## src/rtl/result_digit_feeder_if.sv

```systemverilog
`default_nettype none
// ============================================================================
// Module : result_digit_feeder_if
// Brief  : Result/tag valid-ready handshake into the digit feeder.
// Rev    : 1.0
// ============================================================================
interface result_digit_feeder_if #(
    parameter int DATA_W = 20
);
    logic              in_valid;
    logic              in_ready;
    logic [DATA_W-1:0] in_value;
    logic [23:0]       in_tag;

    modport master (output in_valid, output in_value, output in_tag, input in_ready);
    modport slave  (input in_valid, input in_value, input in_tag, output in_ready);
endinterface
`default_nettype wire

```

## src/rtl/result_digit_feeder.sv

```systemverilog
`default_nettype none
// ============================================================================
// Module : result_digit_feeder
// Brief  : Double-dabble BCD result (bank a), hex tag (bank b), timed bank select.
// Rev    : 1.0
// ============================================================================
module result_digit_feeder #(
    parameter int DATA_W        = 20,
    parameter int TOGGLE_CYCLES = 50000000
) (
    input  wire logic                 clk,
    input  wire logic                 rst_n,
    result_digit_feeder_if.slave      in_if,
    input  wire logic                 hold,
    output logic                      select,
    output logic [3:0]                HEX0a, HEX1a, HEX2a, HEX3a, HEX4a, HEX5a,
    output logic [3:0]                HEX0b, HEX1b, HEX2b, HEX3b, HEX4b, HEX5b,
    output logic                      ovf,
    output logic                      update
);
    localparam int CW = $clog2(DATA_W + 1);
    localparam int TW = $clog2(TOGGLE_CYCLES);

    localparam logic [1:0] C_IDLE    = 2'd0;
    localparam logic [1:0] C_CONVERT = 2'd1;
    localparam logic [1:0] C_COMMIT  = 2'd2;

    localparam logic [TW-1:0] C_TLAST = TW'(TOGGLE_CYCLES - 1);

    logic [1:0]        state_q, state_d;
    logic [DATA_W-1:0] shift_q, shift_d;
    logic [23:0]       bcd_q, bcd_d;
    logic [23:0]       tag_q, tag_d;
    logic [CW-1:0]     cnt_q, cnt_d;
    logic              big_q, big_d;
    logic [23:0]       hex_a_q, hex_a_d;
    logic [23:0]       hex_b_q, hex_b_d;
    logic              ovf_q, ovf_d;
    logic              update_q, update_d;
    logic [TW-1:0]     timer_q, timer_d;
    logic              select_q, select_d;
    logic [23:0]       w_bcd_adj;
    logic              w_too_big;

    // Add-3 correction is per nibble; no carry crosses nibble boundaries.
    for (genvar i = 0; i < 6; i++) begin : g_nib
        assign w_bcd_adj[4*i +: 4] = (bcd_q[4*i +: 4] >= 4'd5) ? bcd_q[4*i +: 4] + 4'd3
                                                               : bcd_q[4*i +: 4];
    end

    assign w_too_big      = (64'(in_if.in_value) > 64'd999999);
    assign in_if.in_ready = (state_q == C_IDLE);

    always_comb begin
        state_d  = state_q;
        shift_d  = shift_q;
        bcd_d    = bcd_q;
        tag_d    = tag_q;
        cnt_d    = cnt_q;
        big_d    = big_q;
        hex_a_d  = hex_a_q;
        hex_b_d  = hex_b_q;
        ovf_d    = ovf_q;
        update_d = 1'b0;
        timer_d  = timer_q;
        select_d = select_q;

        case (state_q)
            C_IDLE: begin
                if (in_if.in_valid) begin
                    shift_d = in_if.in_value;
                    tag_d   = in_if.in_tag;
                    big_d   = w_too_big;
                    bcd_d   = 24'h0;
                    cnt_d   = CW'(DATA_W);
                    state_d = C_CONVERT;
                end
            end
            C_CONVERT: begin
                bcd_d   = {w_bcd_adj[22:0], shift_q[DATA_W-1]};
                shift_d = shift_q << 1;
                cnt_d   = cnt_q - CW'(1);
                if (cnt_q == CW'(1)) begin
                    state_d = C_COMMIT;
                end
            end
            C_COMMIT: begin
                hex_a_d  = big_q ? 24'hEEEEEE : bcd_q;
                hex_b_d  = tag_q;
                ovf_d    = big_q;
                update_d = 1'b1;
                state_d  = C_IDLE;
            end
            default: state_d = C_IDLE;
        endcase

        // A commit restarts the display on bank a regardless of hold or a pending wrap.
        if (state_q == C_COMMIT) begin
            timer_d  = '0;
            select_d = 1'b0;
        end else if (!hold) begin
            if (timer_q == C_TLAST) begin
                timer_d  = '0;
                select_d = ~select_q;
            end else begin
                timer_d = timer_q + 1'b1;
            end
        end
    end

    always_ff @(posedge clk or negedge rst_n) begin
        if (!rst_n) begin
            state_q  <= C_IDLE;
            shift_q  <= '0;
            bcd_q    <= '0;
            tag_q    <= '0;
            cnt_q    <= '0;
            big_q    <= 1'b0;
            hex_a_q  <= '0;
            hex_b_q  <= '0;
            ovf_q    <= 1'b0;
            update_q <= 1'b0;
            timer_q  <= '0;
            select_q <= 1'b0;
        end else begin
            state_q  <= state_d;
            shift_q  <= shift_d;
            bcd_q    <= bcd_d;
            tag_q    <= tag_d;
            cnt_q    <= cnt_d;
            big_q    <= big_d;
            hex_a_q  <= hex_a_d;
            hex_b_q  <= hex_b_d;
            ovf_q    <= ovf_d;
            update_q <= update_d;
            timer_q  <= timer_d;
            select_q <= select_d;
        end
    end

    assign {HEX5a, HEX4a, HEX3a, HEX2a, HEX1a, HEX0a} = hex_a_q;
    assign {HEX5b, HEX4b, HEX3b, HEX2b, HEX1b, HEX0b} = hex_b_q;
    assign ovf    = ovf_q;
    assign update = update_q;
    assign select = select_q;

endmodule
`default_nettype wire
```

## src/flat_wrapper.sv

```systemverilog
// flat-port wrapper written by rule: the top's interface ports become plain ports
module result_digit_feeder_flat 
#(
    parameter int DATA_W        = 20,
    parameter int TOGGLE_CYCLES = 50000000
)
  (clk, rst_n, hold, select, HEX0a, HEX1a, HEX2a, HEX3a, HEX4a, HEX5a, HEX0b, HEX1b, HEX2b, HEX3b, HEX4b, HEX5b, ovf, update, in_if_in_valid, in_if_in_value, in_if_in_tag, in_if_in_ready);
  result_digit_feeder_if #(.DATA_W(DATA_W)) in_if_i ();
  input  wire logic clk;
  input  wire logic rst_n;
  input  wire logic hold;
  output logic select;
  output logic [3:0] HEX0a;
  output logic [3:0] HEX1a;
  output logic [3:0] HEX2a;
  output logic [3:0] HEX3a;
  output logic [3:0] HEX4a;
  output logic [3:0] HEX5a;
  output logic [3:0] HEX0b;
  output logic [3:0] HEX1b;
  output logic [3:0] HEX2b;
  output logic [3:0] HEX3b;
  output logic [3:0] HEX4b;
  output logic [3:0] HEX5b;
  output logic ovf;
  output logic update;
  input wire logic [$bits(in_if_i.in_valid)-1:0] in_if_in_valid;
  input wire logic [$bits(in_if_i.in_value)-1:0] in_if_in_value;
  input wire logic [$bits(in_if_i.in_tag)-1:0] in_if_in_tag;
  output wire logic [$bits(in_if_i.in_ready)-1:0] in_if_in_ready;
  assign in_if_i.in_valid = in_if_in_valid;
  assign in_if_i.in_value = in_if_in_value;
  assign in_if_i.in_tag = in_if_in_tag;
  assign in_if_in_ready = in_if_i.in_ready;
  result_digit_feeder #(.DATA_W(DATA_W), .TOGGLE_CYCLES(TOGGLE_CYCLES)) u_core (.clk(clk), .rst_n(rst_n), .in_if(in_if_i), .hold(hold), .select(select), .HEX0a(HEX0a), .HEX1a(HEX1a), .HEX2a(HEX2a), .HEX3a(HEX3a), .HEX4a(HEX4a), .HEX5a(HEX5a), .HEX0b(HEX0b), .HEX1b(HEX1b), .HEX2b(HEX2b), .HEX3b(HEX3b), .HEX4b(HEX4b), .HEX5b(HEX5b), .ovf(ovf), .update(update));
endmodule
```

## config.mk

```make
export PLATFORM = sky130hd
export DESIGN_NAME = result_digit_feeder_flat
export DESIGN_NICKNAME = d
export VERILOG_FILES = /design/src/rtl/result_digit_feeder_if.sv /design/src/rtl/result_digit_feeder.sv /design/src/flat_wrapper.sv
export SDC_FILE = /design/constraint.sdc
export NUM_CORES = 1
export LEC_CHECK = 0
export BUFFER_PORTS_ARGS = -buffer_cell sky130_fd_sc_hd__buf_4
export CAP_MARGIN = 20
export CORE_MARGIN = 2
export CORE_UTILIZATION = 51
export DETAILED_ROUTE_END_ITERATION = 10
export GPL_TIMING_DRIVEN = 0
export PLACE_DENSITY = 0.76
export SLEW_MARGIN = 0
export SYNTH_ARGS = -nofsm -noshare
export SYNTH_HDL_FRONTEND = slang
export SYNTH_SLANG_ARGS = --single-unit
```

## constraint.sdc

```tcl
create_clock -name clk -period 1.7 [get_ports clk]
set_input_delay 0.34 -clock clk [delete_from_list [all_inputs] [get_ports clk]]
set_output_delay 0.34 -clock clk [all_outputs]
set_load 0.005 [all_outputs]
```

==> run metrics, run 1 <==
worst r2r src u_core.timer_q[11]$_DFFE_PN0P_; DR pass1 iterations 5; P_leak 0.00451 µW; Detail Placement HPWL 11900 µm; CP delay by family, top simple AND/OR/NAND/NOR gates; Max VDD drop 0.937 mV; PD cells 1570 mW/mm²; Mapped Area 0.00687 mm²; area of the multi-input gates 0.00304 mm²; Min-Delay Path Class primary input to register; starting density of the core 0.520; Placement Cell Area 0.00788 mm²; Slew Viols, Final 0; maximum root-to-sink buffer count 2; ys async rst share 1.00; register area 0.00384 mm²; CP peak stage delay 0.52 ns; r2r worst-path depth 5; RD Place Congestion 0.891; maximum number of pins on one net before global-route repair 86; total global routing overflow 0; critical-path cell list nand4_1 -> buf_4 -> or4_4 -> or4_4 -> a21oi_2; Total GRT Usage 0.267; # setup viols final 21; dpl ws -0.444 ns; Die X 120 µm; Slew HR 0.570; drt total wl 18900 µm; top cells by count, synth nand2_1 (242), dfrtp_1 (153), o21ai_0 (45), clkbuf_1 (30); failing checks negative setup slack; final net count 955; post-DR wirelength/cell 17.5 µm; Synth Instances 733; CP startpoint kind register; synth unique cells 43; Tcrit/Tclk final 1.13; R2R setup slack -0.22 ns; Synth warnings 0; number of inserted diodes 0; vias in the first global route 6136; worst hold stages 3; CP required 2.05 ns; first-pass GRT wire length 30000 µm; Fill cells 967; Port Buffers 99; setup ws final -0.221 ns; Syn Nets 796; fin cells 1080; status finished with violations; final instance area 0.00910 mm²; CTS buffer count 17; Hold EP u_core.tag_q[3]$_DFFE_PN0P_; H-tree Lvls 4; Die Ht 120 µm; fmax 521 MHz; worst clock skew 0.00547 ns; clk_lat worst skew 0.43 ns; top-count cell post-synth nand2_1; mean post-synth cell area 9.37 µm²; P&R area growth vs syn 32.5%; CTS tree built; Critical Path Sink Type register; CP max stage cell or4_4; ANT nets after route 0; register bit total from synthesis 153; Buf+Inv Stages, Crit Path 1; post-synthesis sequential area ratio 0.558; Hold Path Origin in_if_in_tag[3]; MaxCap Viol Count 0; ys flop type dfrtp_1; post-synth top area cell dfrtp_1; clk slew on worst S/H paths 0.06 ns; Yosys top cell area share 0.558; share of cells above drive strength 1 0.284; final core utilization 0.690; area of the die 0.0144 mm²; Core Region 0.0132 mm²; Placed Instances 1009; crit path DAT 2.27 ns; Vias 6164; row count 42; min Tclk post-route 1.92 ns; Synth area leaders dfrtp_1 (56%), nand2_1 (13%), o21ai_0 (3.3%); Residual DRC 0; Final TNS setup -2.52 ns; Vias per Instance 5.71; Hold Vio Cnt, Final 0; clock root buffer clkbuf_16; FF-to-FF End u_core.timer_q[22]$_DFFE_PN0P_; Worst Tran Pin Value 0.645 ns; Clock Sinks 153; Worst path most repeated cell or4_4; initial drt markers 658; CP Class register to register; I/O pins 100; CP max FO 3; Post-synth EDFFs 0; RSZ-0062 raised after global routing yes; initial antenna violation count 0
## tightest hold or removal path: cells and delay by family
family	cells	cell delay (ns)
simple gates	2	0.09
buf+inv	1	0.08
## sequential cells by signal, summed over array words and instances, names as in the netlist
register	cells
u_core.select	1
u_core.timer_q	26
u_core.hex_b_q	24
u_core.cnt_q	5
u_core.update	1
u_core.bcd_q	24
u_core.state_q	2
u_core.ovf	1
u_core.tag_q	24
u_core.shift_q	20
u_core.big_q	1
u_core.hex_a_q	24
## metal layers
metal / track usage / vias to the layer above / wire, µm
li1: - / 2828 / -
met1: 0.328 / 3019 / 7540
met2: 0.443 / 255 / 9650
met3: 0.0532 / 62 / 1040
met4: 0.144 / 0 / 654
met5: 0 / - / 0
## final cells by class
| type | count | area share |
|---|---|---|
| repair buffers | 142 | 0.121 |
| inverters | 19 | 0.00784 |
| flip-flops and latches | 153 | 0.422 |
| clock inverters | 7 | 0.0153 |
| well taps | 176 | 0.0242 |
| plain buffers | 37 | 0.0220 |
| clock buffers | 24 | 0.0541 |
| multi-input cells | 522 | 0.334 |
## how the worst max path moves through the flow
stage,start,cells after the start,endpoint,slack [ns]
global placement,rst_n,1,u_core.tag_q[14]$_DFFE_PN0P_,-0.39
CTS,u_core.timer_q[5]$_DFFE_PN0P_,5,u_core.timer_q[23]$_DFFE_PN0P_,-0.15
finish,u_core.timer_q[11]$_DFFE_PN0P_,5,u_core.timer_q[22]$_DFFE_PN0P_,-0.22
floorplan,u_core.timer_q[2]$_DFFE_PN0P_,5,u_core.timer_q[23]$_DFFE_PN0P_,-0.14
global route,u_core.timer_q[12]$_DFFE_PN0P_,5,u_core.timer_q[25]$_DFFE_PN0P_,-0.25
detailed placement,u_core.timer_q[16]$_DFFE_PN0P_,6,u_core.timer_q[23]$_DFFE_PN0P_,-0.44
## stage by stage
step | hold slack [ns] | total power, µW
after floorplan | 0.0444 | 8130
final | 0.103 | 14300
after global placement | 0.447 | 9460
after CTS | 0.0917 | 14100
after detailed placement | 0.391 | 9780
after global routing | 0.0996 | 15100
## power breakdown
part	total, µW	switching, µW	internal [µW]
logic	4380	2310	2070
clock network	4050	1450	2600
registers	5880	998	4880
total	14300	4760	9550
## cell usage in the layout (no fill, tap or decap), types with 3 or more instances in the layout
cell and n:
nand4_1 10, ha_1 11, inv_1 15, xor2_1 7
or3_4 3, clkbuf_1 13, nand2b_1 6, nor2_1 14
clkbuf_2 12, buf_6 7, o21ai_0 44, or3_1 4
dfrtp_2 8, o31ai_1 25, ha_2 3, bufinv_16 4
mux2_2 5, and3_1 3, nor4_1 3, or4_4 6
a21oi_2 11, a21oi_1 15, inv_2 4, buf_4 138
a32o_1 6, buf_2 8, dfrtp_1 145, clkbuf_16 17
nor2b_1 4, nand3_1 25, o211ai_1 4, nor4b_2 3
xnor2_1 13, nand2_1 241, a22oi_1 19, clkbuf_8 4
## kinds of logic after synthesis
family	Yosys count	synth area share
buffers and inverters	58	0.0321
and+or+nand+nor	346	0.224
DFF	153	0.558
muxes	6	0.00966
adders and majority gates	15	0.0273
xor gates and xnor gates	20	0.0255
AOI/OAI and AO/OA	135	0.124
## timing repair
action | CTS | global route
buffers inserted | 33 | 6
cloned | 2 | 0
hold buffers | 1 | 0
setup endpoints to repair | 121 | 115
pin swaps | 21 | 18
resized for setup | 58 | 49
endpoints found under the hold margin | 68 | 0
Power figures use the tool's default switching activity.
==> run 2: changes to the inputs <==
--- a/config.mk
+++ b/config.mk
@@ -12,6 +12,7 @@
 export DETAILED_ROUTE_END_ITERATION = 10
 export GPL_TIMING_DRIVEN = 0
 export PLACE_DENSITY = 0.76
+export SKIP_LAST_GASP = 1
 export SLEW_MARGIN = 0
 export SYNTH_ARGS = -nofsm -noshare
 export SYNTH_HDL_FRONTEND = slang
==> run 2 against run 1 <==
Compared with the run above: the run still ends with negative setup slack left; count of clock-buffer cells in the layout did not move; via count fell by 0.21%; clock power barely moved.
==> run metrics, run 2 (synthesis results as in run 1) <==
Hold Vio Cnt, Final 0 (unchanged); ANT nets after route 0 (unchanged); CP peak stage delay 0.52 ns (about the same); CP max FO 3 (unchanged); min Tclk post-route 1.92 ns (-0.000351 ns); initial antenna violation count 0 (unchanged); CP max stage cell or4_4; Worst Tran Pin Value 0.650 ns (+0.00555 ns); CP Class register to register; post-DR wirelength/cell 17.5 µm (about the same); most frequent cells in the layout nand2_1 (241), dfrtp_1 (145), buf_4 (138); vias in the first global route 6136 (unchanged); Slew Viols, Final 0 (unchanged); final instance area 0.00909 mm² (about the same); max reg flops 26 (unchanged); clock root buffer clkbuf_16; setup ws final -0.220 ns (+0.000351 ns); worst clock skew 0.00825 ns (+0.00277 ns); row count 42 (unchanged); MaxCap Viol Count 0 (unchanged); Detail Placement HPWL 11900 µm (unchanged); fin cells 1080 (unchanged); Max VDD drop 0.940 mV (+0.33%); CP delay by family, top simple AND/OR/NAND/NOR gates; P&R area growth vs syn 32.4% (about the same); DR pass1 iterations 6 (+1); final net count 955 (unchanged); RD Place Congestion 0.891 (unchanged); clk_lat worst skew 0.43 ns (about the same); most flop-heavy register u_core.timer_q; CTS tree built; Die X 120 µm (unchanged); share of cells above drive strength 1 0.284 (unchanged); maximum number of pins on one net before global-route repair 86 (unchanged); starting density of the core 0.520 (unchanged); H-tree Lvls 4 (unchanged); drt total wl 18900 µm (about the same); P_leak 0.00451 µW (about the same); initial drt markers 653 (-0.76%); Buf+Inv Stages, Crit Path 1 (unchanged); total global routing overflow 0 (unchanged); Die Ht 120 µm (unchanged); number of inserted diodes 0 (unchanged); Total GRT Usage 0.267 (unchanged); Worst path most repeated cell or4_4; hold slack 0.100 ns (-0.00261 ns); Min-Delay Path Class primary input to register; clk slew on worst S/H paths 0.06 ns (about the same); Core Region 0.0132 mm² (unchanged); I/O pins 100 (unchanged); Placement Cell Area 0.00788 mm² (unchanged); Vias per Instance 5.70 (-0.21%); Tcrit/Tclk final 1.13 (about the same); failing checks negative setup slack; PD cells 1580 mW/mm² (+0.17%); RSZ-0062 raised after global routing yes; crit path DAT 2.27 ns (about the same); Placed Instances 1009 (unchanged); CP startpoint kind register; status finished with violations; maximum root-to-sink buffer count 2 (unchanged); Critical Path Sink Type register; commonest non-fill, non-tap cell in the layout nand2_1; Vias 6151 (-0.21%); area of the die 0.0144 mm² (unchanged); CTS buffer count 17 (unchanged); first-pass GRT wire length 30000 µm (unchanged); fmax 521 MHz (about the same); Residual DRC 0 (unchanged); dpl ws -0.444 ns (unchanged); CP required 2.05 ns (about the same); Port Buffers 99 (unchanged); Clock Sinks 153 (unchanged); R2R setup slack -0.22 ns (about the same); Slew HR 0.566 (-0.00370); Fill cells 970 (+0.31%); # setup viols final 21 (unchanged); critical-path cell list nand4_1 -> buf_4 -> or4_4 -> or4_4 -> a21oi_2
## run 2: cell counts in the layout (fill, tap and decap cells not counted)
No cell type changed its count.
## run 2: final cells by class
cell class	instances	area (µm²)	share of cell area
buffer	37	200	0.0220
clock buffer	24	492	0.0541
clock inverter	7	139	0.0153
inverter	19	71.3	0.00785
multi-input combinational	522	3030	0.333
sequential	153	3840	0.422
tap	176	220	0.0242
timing repair buffer	142	1100	0.121
## run 2: worst paths after layout
check                                         startpoint  cells after the start                             end
setup / recovery           u_core.timer_q[8]$_DFFE_PN0P_                      5  u_core.timer_q[22]$_DFFE_PN0P_
hold / removal                           in_if_in_tag[3]                      3     u_core.tag_q[3]$_DFFE_PN0P_
setup reg to reg           u_core.timer_q[8]$_DFFE_PN0P_                      5  u_core.timer_q[22]$_DFFE_PN0P_
hold reg to reg             u_core.tag_q[14]$_DFFE_PN0P_                      2  u_core.hex_b_q[14]$_DFFE_PN0P_
max in group asynchronous                          rst_n                      3  u_core.shift_q[19]$_DFFE_PN0P_
min in group asynchronous                          rst_n                      2   u_core.timer_q[5]$_DFFE_PN0P_
## run 2: power by group
part           total [µW]  switching [µW]  internal (µW)  leakage (µW)
logic                4380            2310           2070       0.00221
registers            5880             995           4880       0.00199
clock network        4060            1460           2600      0.000310
## run 2: what timing repair did
action / CTS / global route
buffers inserted: 33 / 6
cloned: 2 / 0
hold buffers: 1 / 0
pin swaps: 21 / 17
gates resized for setup: 58 / 48
endpoints found under the hold margin: 68 / 0
endpoints found under the setup margin: 121 / 115
## run 2: tightest hold or removal path, stage by stage
cell	delay, ns
buf_4	0.07
nand2_1	0.04
nand2_1	0.05
## run 2: metrics by stage
step	utilization	total power (µW)	TNS (ns)
2_1_floorplan	-	8130	-0.762
3_3_place_gp	0.595	9460	-76.28
3_5_place_dp	0.597	9780	-19.57
4_1_cts	0.679	14100	-0.842
5_1_grt	0.689	15100	-3.65
6_report	0.689	14300	-2.54
## run 2: metal layers
metal / GRT usage / wire length [µm] / part of all wire / up-vias
met4: 0.144 / 636 / 0.034 / 0
met5: 0 / 0 / 0 / -
li1: - / - / - / 2824
met2: 0.443 / 9650 / 0.51 / 246
met1: 0.328 / 7560 / 0.40 / 3018
met3: 0.0532 / 1050 / 0.055 / 63
